[src/rtl/switch_alloc_rr.sv]
// Per-output round-robin switch allocator with wormhole locking and optional
// per-output credit counting (enabled by defining SW_ALLOC_CREDIT_EN).
`ifndef N
`define N 5
`endif

module switch_alloc_rr #(
    parameter int CREDIT_DEPTH = 4
) (
    input  logic                                          clk,
    input  logic                                          reset_n,
    input  logic [0:`N-1][0:`N-1]                         i_output_req,
    input  logic [0:`N-1]                                 i_valid,
    input  logic [0:`N-1]                                 i_tail,
    input  logic [0:`N-1]                                 i_credit_ret,
    output logic [0:`N-1][0:`N-1]                         o_grant,
    output logic [0:`N-1]                                 o_in_grant,
    output logic [0:`N-1][$clog2(CREDIT_DEPTH+1)-1:0]     o_credit_cnt,
    output logic [0:`N-1]                                 o_locked
);
    localparam int N  = `N;
    localparam int CW = $clog2(CREDIT_DEPTH + 1);
    localparam int PW = (N > 1) ? $clog2(N) : 1;

    typedef enum logic {ST_IDLE = 1'b0, ST_LOCKED = 1'b1} state_t;

    state_t                r_state     [0:N-1];
    state_t                w_state_nxt [0:N-1];
    logic [0:N-1][PW-1:0]  r_owner;
    logic [0:N-1][PW-1:0]  w_owner_nxt;
    logic [0:N-1][PW-1:0]  r_rr_ptr;
    logic [0:N-1][PW-1:0]  w_rr_ptr_nxt;
    logic [0:N-1][0:N-1]   w_req;        // [output][input]
    logic [0:N-1][0:N-1]   w_grant_nxt;  // [input][output]
    logic [0:N-1]          w_out_gnt;
    logic [0:N-1]          w_has_credit;
    logic                  r_arm;

    // Decode requests: valid inputs only, lowest set bit wins, U-turns dropped
    always_comb begin
        logic found;
        w_req = '0;
        for (int i = 0; i < N; i++) begin
            found = 1'b0;
            if (i_valid[i]) begin
                for (int o = 0; o < N; o++) begin
                    if (!found && i_output_req[i][o]) begin
                        found = 1'b1;
                        if (o != i) begin
                            w_req[o][i] = 1'b1;
                        end else begin
                            w_req[o][i] = 1'b0;
                        end
                    end else begin
                        found = found;
                    end
                end
            end else begin
                found = 1'b0;
            end
        end
    end

    // Per-output FSM next state, arbitration and pointer/owner updates
    always_comb begin
        logic win_found;
        int   win;
        int   idx;
        w_grant_nxt = '0;
        w_out_gnt   = '0;
        for (int o = 0; o < N; o++) begin
            w_state_nxt[o]  = r_state[o];
            w_owner_nxt[o]  = r_owner[o];
            w_rr_ptr_nxt[o] = r_rr_ptr[o];
            win_found       = 1'b0;
            win             = 0;
            idx             = 0;
            case (r_state[o])
                ST_IDLE: begin
                    if (r_arm && w_has_credit[o]) begin
                        for (int k = 0; k < N; k++) begin
                            idx = int'(r_rr_ptr[o]) + k;
                            if (idx >= N) begin
                                idx = idx - N;
                            end else begin
                                idx = idx;
                            end
                            if (!win_found && w_req[o][idx]) begin
                                win_found = 1'b1;
                                win       = idx;
                            end else begin
                                win_found = win_found;
                            end
                        end
                    end else begin
                        win_found = 1'b0;
                    end
                end
                ST_LOCKED: begin
                    if (r_arm && w_has_credit[o] && w_req[o][r_owner[o]]) begin
                        win_found = 1'b1;
                        win       = int'(r_owner[o]);
                    end else begin
                        win_found = 1'b0;
                    end
                end
                default: begin
                    w_state_nxt[o] = ST_IDLE;
                end
            endcase
            if (win_found) begin
                w_grant_nxt[win][o] = 1'b1;
                w_out_gnt[o]        = 1'b1;
                if (i_tail[win]) begin
                    w_state_nxt[o]  = ST_IDLE;
                    w_rr_ptr_nxt[o] = (win == N - 1) ? PW'(0) : PW'(win + 1);
                end else begin
                    w_state_nxt[o] = ST_LOCKED;
                    w_owner_nxt[o] = PW'(win);
                end
            end else begin
                w_out_gnt[o] = 1'b0;
            end
        end
    end

    // State, owner, pointer and registered grant outputs
    always_ff @(posedge clk or negedge reset_n) begin
        if (!reset_n) begin
            for (int o = 0; o < N; o++) begin
                r_state[o] <= ST_IDLE;
            end
            r_owner    <= '0;
            r_rr_ptr   <= '0;
            o_grant    <= '0;
            o_in_grant <= '0;
            r_arm      <= 1'b0;
        end else begin
            for (int o = 0; o < N; o++) begin
                r_state[o] <= w_state_nxt[o];
            end
            r_owner  <= w_owner_nxt;
            r_rr_ptr <= w_rr_ptr_nxt;
            o_grant  <= w_grant_nxt;
            for (int i = 0; i < N; i++) begin
                o_in_grant[i] <= |w_grant_nxt[i];
            end
            r_arm <= 1'b1;
        end
    end

    always_comb begin
        for (int o = 0; o < N; o++) begin
            o_locked[o] = (r_state[o] == ST_LOCKED);
        end
    end

`ifdef SW_ALLOC_CREDIT_EN
    logic [0:N-1][CW-1:0] r_credit;

    always_comb begin
        for (int o = 0; o < N; o++) begin
            w_has_credit[o] = (r_credit[o] != CW'(0));
        end
    end

    // Credit counters: grant consumes, return refills, saturate at depth
    always_ff @(posedge clk or negedge reset_n) begin
        if (!reset_n) begin
            for (int o = 0; o < N; o++) begin
                r_credit[o] <= CW'(CREDIT_DEPTH);
            end
        end else begin
            for (int o = 0; o < N; o++) begin
                if (w_out_gnt[o] && !i_credit_ret[o]) begin
                    r_credit[o] <= r_credit[o] - CW'(1);
                end else if (!w_out_gnt[o] && i_credit_ret[o] &&
                             (r_credit[o] < CW'(CREDIT_DEPTH))) begin
                    r_credit[o] <= r_credit[o] + CW'(1);
                end else begin
                    r_credit[o] <= r_credit[o];
                end
            end
        end
    end

    assign o_credit_cnt = r_credit;
`else
    logic w_unused_credit_ret;
    assign w_unused_credit_ret = ^{i_credit_ret, w_out_gnt};
    assign w_has_credit        = '1;

    always_comb begin
        for (int o = 0; o < N; o++) begin
            o_credit_cnt[o] = CW'(CREDIT_DEPTH);
        end
    end
`endif

endmodule

[config.mk]
export PLATFORM = sky130hd
export DESIGN_NAME = switch_alloc_rr
export DESIGN_NICKNAME = d
export VERILOG_FILES = /design/src/rtl/switch_alloc_rr.sv
export SDC_FILE = /design/constraint.sdc
export NUM_CORES = 1
export LEC_CHECK = 0
export ABC_AREA = 1
export CAP_MARGIN = 20
export CORE_MARGIN = 2
export CORE_UTILIZATION = 57
export CTS_BUF_LIST = sky130_fd_sc_hd__clkbuf_4 sky130_fd_sc_hd__clkbuf_8
export DETAILED_ROUTE_END_ITERATION = 8
export GPL_TIMING_DRIVEN = 0
export PLACE_DENSITY = 0.87
export SYNTH_ARGS = -nofsm -noshare
export SYNTH_HDL_FRONTEND = slang
export SYNTH_SLANG_ARGS = --single-unit
[constraint.sdc]
create_clock -name clk -period 4.7 [get_ports clk]
set_input_delay 0.94 -clock clk [delete_from_list [all_inputs] [get_ports clk]]
set_output_delay 0.94 -clock clk [all_outputs]
set_load 0.01 [all_outputs]
* Word-level counts from Yosys, hierarchy flattened
Cells that the tools add are included.
Word-level totals: register bits 66, latch bits 0, RAM bits 0, ROM bits 0, input port bits 42, output and inout bits 50, word-level logic and storage cells 693, memories kept 0
Cells by class: $add $sub $neg 50, multiply operators 0, div/mod/pow operators 0, $lt $le $gt $ge 65, eq/ne operators 5, shift operators 0, muxes and demuxes 399, bitwise logic cells 49, reduce and logical (&&, ||, !) cells 103
Operators with widths (count):
- $mux 32 | 105
- $ge 32x4->1 const B | 30
- $not 32->32 | 30
- $pmux 32 s2 | 5
- $mux 1 | 225
- $eq 32x4->1 const B | 5
- $lt 32x1->1 const B | 5
- $mux 25 | 5
- $bmux 1 s3 | 35
- $or 25x25->25 | 4
- $sub 4x3->5 const B | 20
- $ge 4x3->1 const B | 20
- $demux 5 s3 | 5
- $logic_and 1x1->1 | 49
- $add 3x2->4 const B | 10
- $logic_not 1->1 | 39
- $mux 3 | 11
- $reduce_or 5->1 | 5
- $add 3x1->4 const B | 5
- $add 3x3->4 const B | 5
- $ge 4x4->1 const B | 5
- $not 3->4 | 5
- $reduce_and 2->1 | 10
- $sub 3x3->4 const B | 5
- 7 further kinds | 28

* Logic depth before layout (Yosys ltp)
word-level depth 52, mapped depth 29, gate-level depth less buffers 29

* Worst setup path after synthesis
OpenSTA, ideal clock, no wires.
kind flip-flop to flip-flop, start reg r_rr_ptr[10] in the netlist's numbering, end reg r_rr_ptr[11] in the netlist's numbering, library setup time 65 ps, arrival time 3255 ps, data required time 4635 ps, setup slack 1380 ps, stages on the path, launching flop included 28, path buffers 0, period minus slack after synthesis 3320 ps, path through dfrtp_1 > inv_1 > ha_1 > ha_1 > inv_1 > a21oi_2 > nor2_2 > nand2_2 > nand2_1 > o21ai_2 > o21ai_0 > nand2_1 > nor2_2 > inv_1 > nand4_4 > nand2_1 > nor2_2 > inv_2 > nand2_1 > nand2_1 > ha_1 > inv_1 > nand2_1 > nand2_1 > nand2_1 > inv_1 > nand3_1 > nand2_1
On the way: longest elaborated chain between the ends 36, elaborated cells on any way between the ends 87, classes of those cells add/sub (10); order compare (5); eq/ne (1); mux (56); bitwise (6); reduce/logical (9)
Ends and longest elaborated chain:
- from (decl) | line 31 | logic [0:N-1][PW-1:0] r_rr_ptr;
- from (signal assigned) | line 143 | r_rr_ptr <= w_rr_ptr_nxt;
- parallel branches: the longest is 36 deep, another holds $sub 4x3->5
Several ways; the timed one is not identified. The select of a mux whose other input is x is not followed. A chain may end at the register's enable or synchronous reset.

* Final worst setup path
start in i_valid[2] in the netlist's numbering, end reg r_rr_ptr[11] in the netlist's numbering
On the way: longest elaborated chain between the ends 32, elaborated cells on any way between the ends 60, classes of those cells add/sub (1); eq/ne (1); mux (47); bitwise (1); reduce/logical (10)
Ends and longest elaborated chain:
- from (decl) | line 13 | input logic [0:`N-1] i_valid,
- $mux 1 (*) | line 45 | if (i_valid[i]) begin
- $bmux 1 s3 | line 88 | if (!win_found && w_req[o][idx]) begin
- $mux 1 (implied by the code) (2 in series) | line 88
- $mux 1 | line 88
- $mux 1 | line 80 | if (r_arm && w_has_credit[o]) begin
- $mux 1 | line 78 | case (r_state[o])
- $logic_not 1->1 | line 88
- $logic_and 1x1->1 | line 88
- [... 14 more ...]
- $logic_and 1x1->1 | line 88
- $mux 32 | line 88
- $mux 32 | line 80
- $pmux 32 s2 | line 78
- $not 32->32 (implied by the code) | line 114 | if (i_tail[win]) begin
- $bmux 1 s3 | line 114
- $mux 1 (implied by the code) (2 in series) | line 114
- $reduce_and 2->1 (no line)
Every way passes the cells marked *; elsewhere a longest branch is shown, timed or not. The select of a mux whose other input is x is not followed.

==> summary.txt <==
period utilization = 0.847
asr flop ratio synth = 1.00
crit path max fanout = 7
Clk Latency, worst-skew pair = 0.37 ns
max-slew violations = 0
final setup vio count = 0
most frequent cell after synthesis = nand2_1
core footprint = 15900 sq um
r2r setup slk = 0.74 ns
Worst-Margin Slew = 0.834 ns
Die H = 132 um
antenna violations before repair = 0
DP Worst Slack = 0.477 ns
first-pass GRT wire length = 41.2 mm
Final Skew = 0.0175 ns
worst setup margin = 0.717 ns
number of setup buffers added after CTS = 0
post-route non-filler standard cell count = 1788
hold_ws = 0.516 ns
Yosys warnings = 0
Hold WC Path Type = reg -> reg
CP startpoint kind = input pin
gr usage total = 0.281
H-Tree Depth = 3
Mean Syn Cell Area = 6.38 sq um
cts repair resizes = 0
Yosys cell types = 57
Post-Synthesis Cells = 1467
PwrDens = 630 nW/um^2
root buf cell = clkbuf_8
setup tns final = 0 ns
largest net degree at the start of global routing = 67
Setup CP Type = in -> reg
P_leak = 5.81 nW
Wirelength per Cell = 13.8 um
MaxCap Viol Count = 0
Placed Cells = 1772
status = finished, final reports clean
CTS tree = done
synth top area cells = dfrtp_1 18%, nand2_1 17%, ha_1 10%
first drt pass iteration count = 6
Post-synth EDFFs = 0
Detailed Route Iter0 Violations = 982
Worst IR Drop VDD = 0.000391 V
fill count = 1405
io pins = 92
post-DP HPWL = 19.7 mm
Worst EP required = 4.99 ns
clk buf depth = 2
Synth top area share = 0.177
Main synth FF type = dfrtp_1
gpl congestion = 0.968
layout cells sized above 1 = 0.138
RSZ-0062 raised after global routing = false
TritonCTS buffer count = 9
row cnt = 46
fin nets = 1692
GRT overflow = 0
vias in the first global route = 9169
register area share after synthesis = 0.177
Layout area overhead = 13.5%
slew margin rel. = 0.444
effective utilization at floorplan = 0.587
via density per instance = 5.49
CTS hold repair buffers = 0
Achievable Freq = 0.251 GHz
CP Capture Type = flop
Mapped Area = 9350 sq um
TritonCTS Sinks = 66
area leader, netlist = dfrtp_1
Total Wirelength = 24.7 mm
Final Hold Fails = 0
crit path DAT = 4.27 ns
Routed Antenna Nets = 0
Synth Register Bits = 66
crit path time final = 3.98 ns
clock slew at reported path FFs = 0.08 ns
Vias = 9813
total power = 6.69 mW
IO Port Bufs = 70
Die X = 132 um
# diodes = 0
die area = 17500 sq um
most frequent cells after synthesis = 420 x nand2_1, 212 x inv_1, 150 x nand3_1
DRC errors left = 0
-- registers in the layout (all words and copies together) (netlist names) --
signal	flops
r_arm	1
r_rr_ptr	15
o_grant	25
o_in_grant	5
r_owner	15
o_locked	5
-- metal layers --
metal / up-vias / wire length [um] / GRT usage
li1: 4897 / - / -
met1: 4451 / 10800 / 0.369
met2: 391 / 11400 / 0.473
met3: 74 / 1740 / 0.0342
met4: 0 / 780 / 0.107
met5: - / 0 / 0
-- power breakdown --
group | internal [mW] | leakage, nW | switching, mW | total, mW
sequential | 0.711 | 0.863 | 0.161 | 0.871
combinational | 1.76 | 4.83 | 3.51 | 5.27
clock | 0.303 | 0.114 | 0.248 | 0.551
-- cells in the final DEF (no fill, tap or decap), types with 9 or more instances in the layout --
cell	Yosys	layout
clkdlybuf4s50_1	0	69
buf_4	17	18
o211ai_1	11	11
o21ai_1	29	29
nand2_1	420	420
inv_2	22	22
a21oi_1	41	41
ha_1	78	78
o21ai_0	59	59
xor2_1	15	15
clkbuf_8	0	9
nand2_4	11	11
dfrtp_1	66	66
nor3_1	10	10
nand3_2	18	18
o21ai_2	15	15
nor2_1	84	84
nand2_2	47	47
conb_1	2	21
inv_1	212	212
nand4_1	36	36
nand3_1	150	150
nor2_4	10	10
nor2_2	17	17
-- critical path: stages --
cell and delay, ns:
clkdlybuf4s50_1 0.50, inv_1 0.07, nor3_1 0.50, inv_1 0.26, nand3b_1 0.16, nand4_1 0.26, inv_1 0.29, nor2_8 0.08
nand4_4 0.11, nand2_1 0.08, nor2_2 0.14, inv_2 0.04, nand2_1 0.07, nand2_1 0.12, ha_1 0.24, inv_1 0.05
nand2_1 0.04, nand2_1 0.07, nand2_1 0.05, inv_1 0.05, nand3_1 0.07, nand2_1 0.07
-- path summary, 6_finish.rpt --
kind / start / end / depth (start not counted)
worst max-delay path: i_valid[2] / r_rr_ptr[11] / 22
worst min-delay path: r_owner[1] / r_owner[1] / 2
worst max register to register: r_rr_ptr[10] / r_rr_ptr[11] / 27
worst min register to register: r_owner[1] / r_owner[1] / 2
max in group asynchronous: reset_n / r_owner[6] / 1
min in group asynchronous: reset_n / o_grant[13] / 1
-- cell type report --
type / count / area (sq um) / area share
inverters: 242 / 918 / 0.0865
flip-flops and latches: 66 / 1650 / 0.156
plain buffers: 23 / 183 / 0.0172
clock inverters: 7 / 100 / 0.00943
repair buffers: 70 / 698 / 0.0658
well taps: 216 / 270 / 0.0255
clock buffers: 9 / 124 / 0.0117
multi-input cells: 1155 / 6670 / 0.628
-- per-stage QoR --
| step | area (sq um) | utilization |
|---|---|---|
| after global routing | 10600 | 0.666 |
| after global placement | 10400 | 0.652 |
| after CTS | 10600 | 0.666 |
| after detailed placement | 10400 | 0.652 |
| after floorplan | 9430 | - |
| final | 10600 | 0.666 |
-- cells by family after synthesis --
logic type,share of synthesized area
AND/OR/NAND/NOR,0.431
XOR/XNOR,0.0229
flip-flops,0.177
AO/OA/AOI/OAI,0.136
adder cells (fa/ha/maj),0.115
buffers and inverters,0.118
other,0.000803
Note: power is estimated with default switching activity, not from simulation.
